**src/rtl/inst_fetch_unit_pkg.sv**
```systemverilog
// rtl/inst_fetch_unit_pkg.sv - shared types and constants for the instruction fetch unit
package inst_fetch_unit_pkg;

    localparam logic [31:0] RESET_PC_DEFAULT = 32'hBFC0_0000;
    localparam int          EXP_ADEL_DEFAULT = 13;
    localparam int          EXP_W            = 14;

    typedef enum logic [2:0] {
        S_REQ,
        S_WAIT,
        S_HOLD,
        S_CANCEL,
        S_EXC
    } fetch_state_t;

    typedef struct packed {
        logic [31:0]      inst1;
        logic [31:0]      inst2;
        logic [31:0]      pc;
        logic [EXP_W-1:0] exp;
        logic             two_valid;
    } resp_t;

endpackage

```
**src/rtl/inst_fetch_unit_resp_buf.sv**
```systemverilog
// rtl/inst_fetch_unit_resp_buf.sv - one-entry holding register for a fetch response
module inst_fetch_unit_resp_buf
    import inst_fetch_unit_pkg::*;
(
    input  logic  clk,
    input  logic  resetn,
    input  logic  load,
    input  logic  clear,
    input  resp_t load_data,
    output resp_t data,
    output logic  valid
);

    always_ff @(posedge clk) begin
        if (!resetn) begin
            data  <= '0;
            valid <= 1'b0;
        end else if (load) begin
            data  <= load_data;
            valid <= 1'b1;
        end else if (clear) begin
            data  <= '0;
            valid <= 1'b0;
        end
    end

endmodule

```
**src/rtl/inst_fetch_unit.sv**
```systemverilog
// rtl/inst_fetch_unit.sv - fetch PC generation, icache request FSM and FIFO write mux
module inst_fetch_unit
    import inst_fetch_unit_pkg::*;
#(
    parameter logic [31:0] RESET_PC = RESET_PC_DEFAULT,
    parameter int          EXP_ADEL = EXP_ADEL_DEFAULT
) (
    input  logic             clk,
    input  logic             resetn,
    input  logic             redirect_valid,
    input  logic [31:0]      redirect_pc,
    input  logic             fifo_full,
    output logic             inst_req,
    output logic [31:0]      inst_addr,
    input  logic             inst_addr_ok,
    input  logic             inst_data_ok,
    input  logic [63:0]      inst_rdata,
    output logic             write_en_1,
    output logic             write_en_2,
    output logic [31:0]      write_inst1,
    output logic [31:0]      write_inst2,
    output logic [31:0]      write_pc1,
    output logic [31:0]      write_pc2,
    output logic [EXP_W-1:0] write_inst_exp1
);

    fetch_state_t state, next_state;
    logic [31:0]  pc_q, pc_d;
    logic         req, wr1, wr2;
    logic         buf_load, buf_clear, buf_valid;
    resp_t        buf_in, hold_q;
    logic         misaligned, hold_out;

    assign misaligned = (pc_q[1:0] != 2'b00);

    inst_fetch_unit_resp_buf u_resp_buf (
        .clk       (clk),
        .resetn    (resetn),
        .load      (buf_load),
        .clear     (buf_clear),
        .load_data (buf_in),
        .data      (hold_q),
        .valid     (buf_valid)
    );

    always_ff @(posedge clk) begin
        if (!resetn) begin
            state <= S_REQ;
            pc_q  <= RESET_PC;
        end else begin
            state <= next_state;
            pc_q  <= pc_d;
        end
    end

    always_comb begin
        next_state = state;
        pc_d       = pc_q;
        req        = 1'b0;
        wr1        = 1'b0;
        wr2        = 1'b0;
        buf_load   = 1'b0;
        buf_clear  = 1'b0;
        buf_in     = '0;
        case (state)
            S_REQ: begin
                req = !misaligned && !buf_valid;
                if (redirect_valid) begin
                    pc_d = redirect_pc;
                    if (req && inst_addr_ok) next_state = S_CANCEL;
                end else if (misaligned) begin
                    // Address error becomes a single zero-instruction entry flagged in exp
                    buf_in.pc            = pc_q;
                    buf_in.exp[EXP_ADEL] = 1'b1;
                    buf_load             = 1'b1;
                    next_state           = S_HOLD;
                end else if (req && inst_addr_ok) begin
                    next_state = S_WAIT;
                end
            end
            S_WAIT: begin
                if (redirect_valid) begin
                    pc_d       = redirect_pc;
                    next_state = inst_data_ok ? S_REQ : S_CANCEL;
                end else if (inst_data_ok) begin
                    buf_in.inst1     = pc_q[2] ? inst_rdata[63:32] : inst_rdata[31:0];
                    buf_in.inst2     = inst_rdata[63:32];
                    buf_in.pc        = pc_q;
                    buf_in.two_valid = !pc_q[2];
                    buf_load         = 1'b1;
                    next_state       = S_HOLD;
                end
            end
            S_HOLD: begin
                if (redirect_valid) begin
                    pc_d       = redirect_pc;
                    buf_clear  = 1'b1;
                    next_state = S_REQ;
                end else if (!fifo_full) begin
                    wr1       = 1'b1;
                    wr2       = hold_q.two_valid;
                    buf_clear = 1'b1;
                    if (hold_q.exp[EXP_ADEL]) begin
                        next_state = S_EXC;
                    end else begin
                        pc_d       = pc_q + (pc_q[2] ? 32'd4 : 32'd8);
                        next_state = S_REQ;
                    end
                end
            end
            S_CANCEL: begin
                if (redirect_valid) pc_d = redirect_pc;
                if (inst_data_ok) next_state = S_REQ;
            end
            S_EXC: begin
                if (redirect_valid) begin
                    pc_d       = redirect_pc;
                    next_state = S_REQ;
                end
            end
            default: next_state = S_REQ;
        endcase
    end

    // Outputs are forced low while resetn is held so nothing leaks from pre-reset state
    assign hold_out        = resetn && (state == S_HOLD);
    assign inst_req        = resetn && req;
    assign inst_addr       = resetn ? {pc_q[31:3], 3'b000} : 32'd0;
    assign write_en_1      = resetn && wr1;
    assign write_en_2      = resetn && wr2;
    assign write_inst1     = hold_out ? hold_q.inst1 : 32'd0;
    assign write_inst2     = hold_out ? hold_q.inst2 : 32'd0;
    assign write_pc1       = hold_out ? hold_q.pc : 32'd0;
    assign write_pc2       = hold_out ? hold_q.pc + 32'd4 : 32'd0;
    assign write_inst_exp1 = hold_out ? hold_q.exp : '0;

endmodule

```
**config.mk**
```make
export PLATFORM = sky130hd
export DESIGN_NAME = inst_fetch_unit
export DESIGN_NICKNAME = d
export VERILOG_FILES = /design/src/rtl/inst_fetch_unit_pkg.sv /design/src/rtl/inst_fetch_unit_resp_buf.sv /design/src/rtl/inst_fetch_unit.sv
export SDC_FILE = /design/constraint.sdc
export NUM_CORES = 1
export LEC_CHECK = 0
export CAP_MARGIN = 15
export CELL_PAD_IN_SITES_DETAIL_PLACEMENT = 1
export CELL_PAD_IN_SITES_GLOBAL_PLACEMENT = 2
export CORE_MARGIN = 4
export CORE_UTILIZATION = 29
export CTS_CLUSTER_DIAMETER = 100
export CTS_CLUSTER_SIZE = 28
export DETAILED_ROUTE_END_ITERATION = 12
export PLACE_DENSITY_LB_ADDON = 0.1
export SKIP_CTS_REPAIR_TIMING = 1
export SLEW_MARGIN = 20
export SYNTH_ARGS = -nofsm -noshare
export SYNTH_HDL_FRONTEND = slang
export SYNTH_HIERARCHICAL = 1
export SYNTH_SLANG_ARGS = --single-unit
```
**constraint.sdc**
```tcl
create_clock -name clk -period 5.7 [get_ports clk]
set_input_delay 0.57 -clock clk [delete_from_list [all_inputs] [get_ports clk]]
set_output_delay 0.57 -clock clk [all_outputs]
set_load 0.01 [all_outputs]
```
Word-level counts from Yosys, hierarchy flattened
Index checks and enable logic that the tools add are counted.
Operators by class
  add/sub/neg operators: 2
  equal/unequal tests: 12
  multiplexer cells: 54
  bitwise operators: 0
  order comparisons: 0
  reductions and logical operators: 16
  multiply operators: 0
  shifts and indexed selects: 0
  div/mod/pow operators: 0
Operators with widths (number)
  2-to-1 mux 32 bit: 10
  2-to-1 mux 111 bit: 2
  2-to-1 mux 96 bit: 2
  case mux 32 bit (2 select lines): 2
  2-to-1 mux 33 bit: 2
  2-to-1 mux 64 bit: 1
  2-to-1 mux 3 bit: 11
  adder 32 x 3 -> 32 bit, second input constant: 1
  adder 32 x 4 -> 32 bit: 1
  2-to-1 mux 1 bit: 19
  inequality test 3 bit, second input constant: 5
  case mux 3 bit (5 select lines): 1
  2-to-1 mux 14 bit: 1
  equality test 3 x 2 -> 1 bit, second input constant: 2
  logical AND 1 bit: 6
  AND reduction 6 bit: 1
  nonzero test 2 bit: 3
  2-to-1 mux 4 bit: 1
  inequality test 2 bit, second input constant: 2
  AND reduction 4 bit: 1
  OR reduction 4 bit: 1
  equality test 3 x 1 -> 1 bit, second input constant: 1
  equality test 3 bit, second input constant: 1
  zero test 1 bit: 3
  other kinds (4): 4
Word-level totals
  memory bits (read-only): 0
  bits in writable memories: 0
  memories: 0
  register bits after elaboration: 134
  logic and storage cells: 92
  output and inout bits: 177
  bits in latches: 0

Depth between registers and ports, before layout
  depth in word-level cells: 8
  gate-level depth with buffers: 10
  mapped depth without buffers: 7

Cells and area by module
The synthesis kept the hierarchy.
By module, submodules not included
  inst_fetch_unit: cells each 762, area an instance 5011.1 µm², sequential area each 700.7 µm², instances 1
  inst_fetch_unit_resp_buf: cells each 497, area an instance 4404.2 µm², sequential area each 2242.2 µm², instances 1

Worst setup path before layout
Ideal clock, no wire load.
  path type: register to register
  start point: register pc_q[2]
  end point: register pc_q[25]
  slack: 3.295 ns
  setup time: 0.127 ns
  period minus slack after synthesis: 2.405 ns
  stages on the path, launching flop included: 9
  required time: 5.573 ns
  path buffers: 1
  data arrival time: 2.278 ns
  cell sequence: dfxtp_1 > clkbuf_1 > inv_1 > ha_1 > a21oi_1 > nor4b_4 > and3_1 > o31ai_1 > or3_1
Between the ends
  word-level cells in the longest chain between the ends: 6
Ends and longest elaborated chain
  start, declared: RTL line inst_fetch_unit.sv:28  | logic [31:0] pc_q, pc_d;
  start signal, assigned: RTL line inst_fetch_unit.sv:52  | pc_q <= pc_d;
  2-to-1 mux 4 bit: RTL line inst_fetch_unit.sv:106  | pc_d = pc_q + (pc_q[2] ? 32'd4 : 32'd8);
  adder 32 x 4 -> 32 bit *: RTL line inst_fetch_unit.sv:106
  2-to-1 mux 32 bit *: RTL line inst_fetch_unit.sv:103  | if (hold_q.exp[EXP_ADEL]) begin
  2-to-1 mux 32 bit *: RTL line inst_fetch_unit.sv:99  | end else if (!fifo_full) begin
  2-to-1 mux 32 bit *: RTL line inst_fetch_unit.sv:95  | if (redirect_valid) begin
  case mux 32 bit (2 select lines) *: RTL line inst_fetch_unit.sv:65  | case (state)
Mark *: on every way between the ends. The rest lies on a longest branch, timed or not. The select of a mux whose other input is x is not followed.
A chain may end at the register's enable or synchronous reset.

Final worst setup path
  start point: register u_resp_buf/data[24] in the netlist's numbering
  end point: output port write_pc2[31]
Between the ends
  word-level cells in the longest chain between the ends: 2
Ends and longest elaborated chain
  start, declared: RTL line inst_fetch_unit_resp_buf.sv:10  | output resp_t data,
  start signal, assigned: RTL line inst_fetch_unit_resp_buf.sv:19  | data <= load_data;
  adder 32 x 3 -> 32 bit: RTL line inst_fetch_unit.sv:134  | assign write_pc2 = hold_out ? hold_q.pc + 32'd4 : 32'd0;
  2-to-1 mux 32 bit: RTL line inst_fetch_unit.sv:134
  end, declared: RTL line inst_fetch_unit.sv:23  | output logic [31:0] write_pc2,
Every way passes these cells.

==> flow_summary.toml <==
[finish]
area_growth_pct = 36.3
layout.cells.non_filler = 1909
final_area_um2 = 12800
multi_input_area_um2 = 5860
final_nets = 1566
seq_area_um2 = 2940
drive_gt1_frac = 0.0427
n_fill_cell = 3846
antenna_cells = 0

[worst_setup_path]
crit_slowest_cell = "or4_1"
crit_arrival_ns = 3.16
cp_max_fo = 14
cp_top_family = "simple AND/OR/NAND/NOR gates"
worstPathRequired_ns = 5.13
path_buf_inv = 1
cp_cell_sequence = "nand4_1 -> or4_1 -> nor4_1 -> xnor2_1 -> nor2_1 -> clkdlybuf4s50_1"
cp-end-kind = "output pin"
start_kind = "flop"
max_stage_delay_ns = 0.74
critPathKind = "flop to output pin"

[detailed_routing]
wirelength_mm = 34.5
first_iter_violations = 453
viasPerCell = 4.84
antenna_left = 0
drc_errors = 0
drt_pass1_iterations = 4
avgRoutedWirePerCell_um = 18.1
via_count = 9237

[clock_network]
clk_latency_ns = 0.42
cts_buffers = 17
cts_root_buffer = "clkbuf_16"
clk_pin_slew_ns = 0.07
clockBufferDepth = 2
cts_tree = "yes"
clock-sinks = 147
htreeDepth = 4

[global_route]
grt_max_degree = 250
grt_pass1_vias = 9213
grt_usage = 0.189
overflow = 0
grt_pass1_wl_mm = 54.7
antenna_found_initial = 0

[floorplan]
placementRows = 65
start_util = 0.296
ioPinCount = 279
core_area_um2 = 31800
dieWidth_um = 188
dieArea_um2 = 35400
die_h_um = 188

[synth]
synth-edff-count = 0
yosysWarnings = 6
synthCells = 1259
synthArstFlopShare = 0
synth_area_um2 = 9420
ys_top_cells_by_area = "dfxtp_1 (31%), and2_1 (13%), nand2b_1 (7.7%)"
ys_ff_latch = 147
synth_seq_area_share = 0.313
ys.flop_type = "dfxtp_1"
synth.top_cell.area_share = 0.313
synth.largest_area_cell = "dfxtp_1"
synth.distinct_cells = 66
postSynthAreaPerCell_um2 = 7.48

[placed_design]
post-place-ws_ns = 2.14
placed_cells = 1877
post_dp_cell_area_um2 = 12300
port_buffers = 275
hpwl_mm = 24.0
place_congestion = 0.781

[sta]
layout_setup_ws_ns = 1.97
min_period_ns = 3.73
relSlewSlack = 0.342
hold_viol = 0
fmax_mhz = 268
rsz0062_at_grt = "false"
worstMarginPinSlew_ns = 0.988
period_share = 0.655
fin_skew_ns = 0.0188
fin_setup_tns_ns = 0
setup_viol = 0
maxSlewViolCount = 0

[flow_run]
drv_cap = 0

[power_and_ir_drop]
p_total_uw = 2680
powerDensity_nw_per_um2 = 208
p_leak_uw = 0.00423
ir_worst_vdd_v = 0.000181

[worst_hold_path]
hold_path_class = "flop to flop"

[outcome]
status = "completed"
## kinds of logic after synthesis
group,share of synthesized area
adder cells (fa/ha/maj),0.00399
other,0.000398
XOR/XNOR,0.0251
flip-flops,0.313
multiplexers,0.0373
buffers and inverters,0.0731
AO/OA/AOI/OAI,0.138
AND/OR/NAND/NOR,0.410
## state kept, by name (all words and copies together) (netlist names)
signal	cells
pc_q	32
state	3
u_resp_buf/data	111
u_resp_buf/valid	1
## worst register-to-register path, cell delays in order, from the launching register on
cell and delay [ns]:
dfxtp_2 0.32, buf_4 0.54, inv_1 0.18, ha_1 0.37, a21oi_1 0.15, nor4b_4 0.65
nand3_1 0.30, or4_1 0.46, nand4_1 0.10
## final timing paths
kind | from | endpoint | slack [ns] | cells after the start
min reg2reg | u_resp_buf/data[60] | u_resp_buf/data[60] | 0.46 | 2
max reg2reg | pc_q[2] | pc_q[29] | 2.57 | 8
min | u_resp_buf/data[60] | u_resp_buf/data[60] | 0.46 | 2
max | u_resp_buf/data[24] | write_pc2[31] | 1.97 | 6
## per-layer routing
| metal | GRT usage | routed length [um] |
|---|---|---|
| met1 | 0.274 | 17200 |
| met2 | 0.293 | 15500 |
| met4 | 0.0407 | 521 |
| met5 | 0 | 0 |
| met3 | 0.0330 | 1250 |
## placed cells by master (no fill, tap or decap), types with 11 or more instances in the layout
cell             count
nand2b_1           116
and2_1             192
clkbuf_16           17
nor3_1              27
inv_1               14
mux2i_1             34
o21ai_0             50
nor2_1              90
and3_1              11
nand2_1             50
conb_1              16
nor4_1              11
xnor2_1             22
o21ai_1             90
nand4_1             16
dfxtp_1            146
clkdlybuf4s50_1    274
nand3_1            138
a21oi_1             23
## cell usage after synthesis, types with 9 or more instances
library cell / number
mux2i_1: 34
nand2_1: 50
clkbuf_2: 9
a21oi_1: 23
nor2_1: 92
nor4_1: 11
nand4_1: 16
nand2b_1: 116
buf_2: 21
clkbuf_1: 61
and2_1: 192
o21ai_0: 50
buf_6: 16
nand3_1: 138
and3_1: 11
inv_1: 14
dfxtp_1: 147
nor3_1: 27
xnor2_1: 22
o21ai_1: 90
## stage by stage
stage,util,hold WS [ns]
after floorplan,-,0.437
after global placement,0.385,0.448
after detailed placement,0.386,0.451
after CTS,0.404,0.463
after global routing,0.404,0.485
final,0.404,0.463
## final cells by class
type                            instances  share of cell area
Timing Repair Buffer                  286               0.224
Multi-Input combinational cell        995               0.457
Clock inverter                         14             0.00907
Clock buffer                           18              0.0342
Inverter                               14             0.00409
Tap cell                              435              0.0424
Sequential cell                       147               0.229
## report_power, final
group | switching (uW) | internal [uW]
Sequential | 54.6 | 1060
Combinational | 260 | 210
Clock | 507 | 584
Total | 822 | 1850
Power figures use the tool's default switching activity.
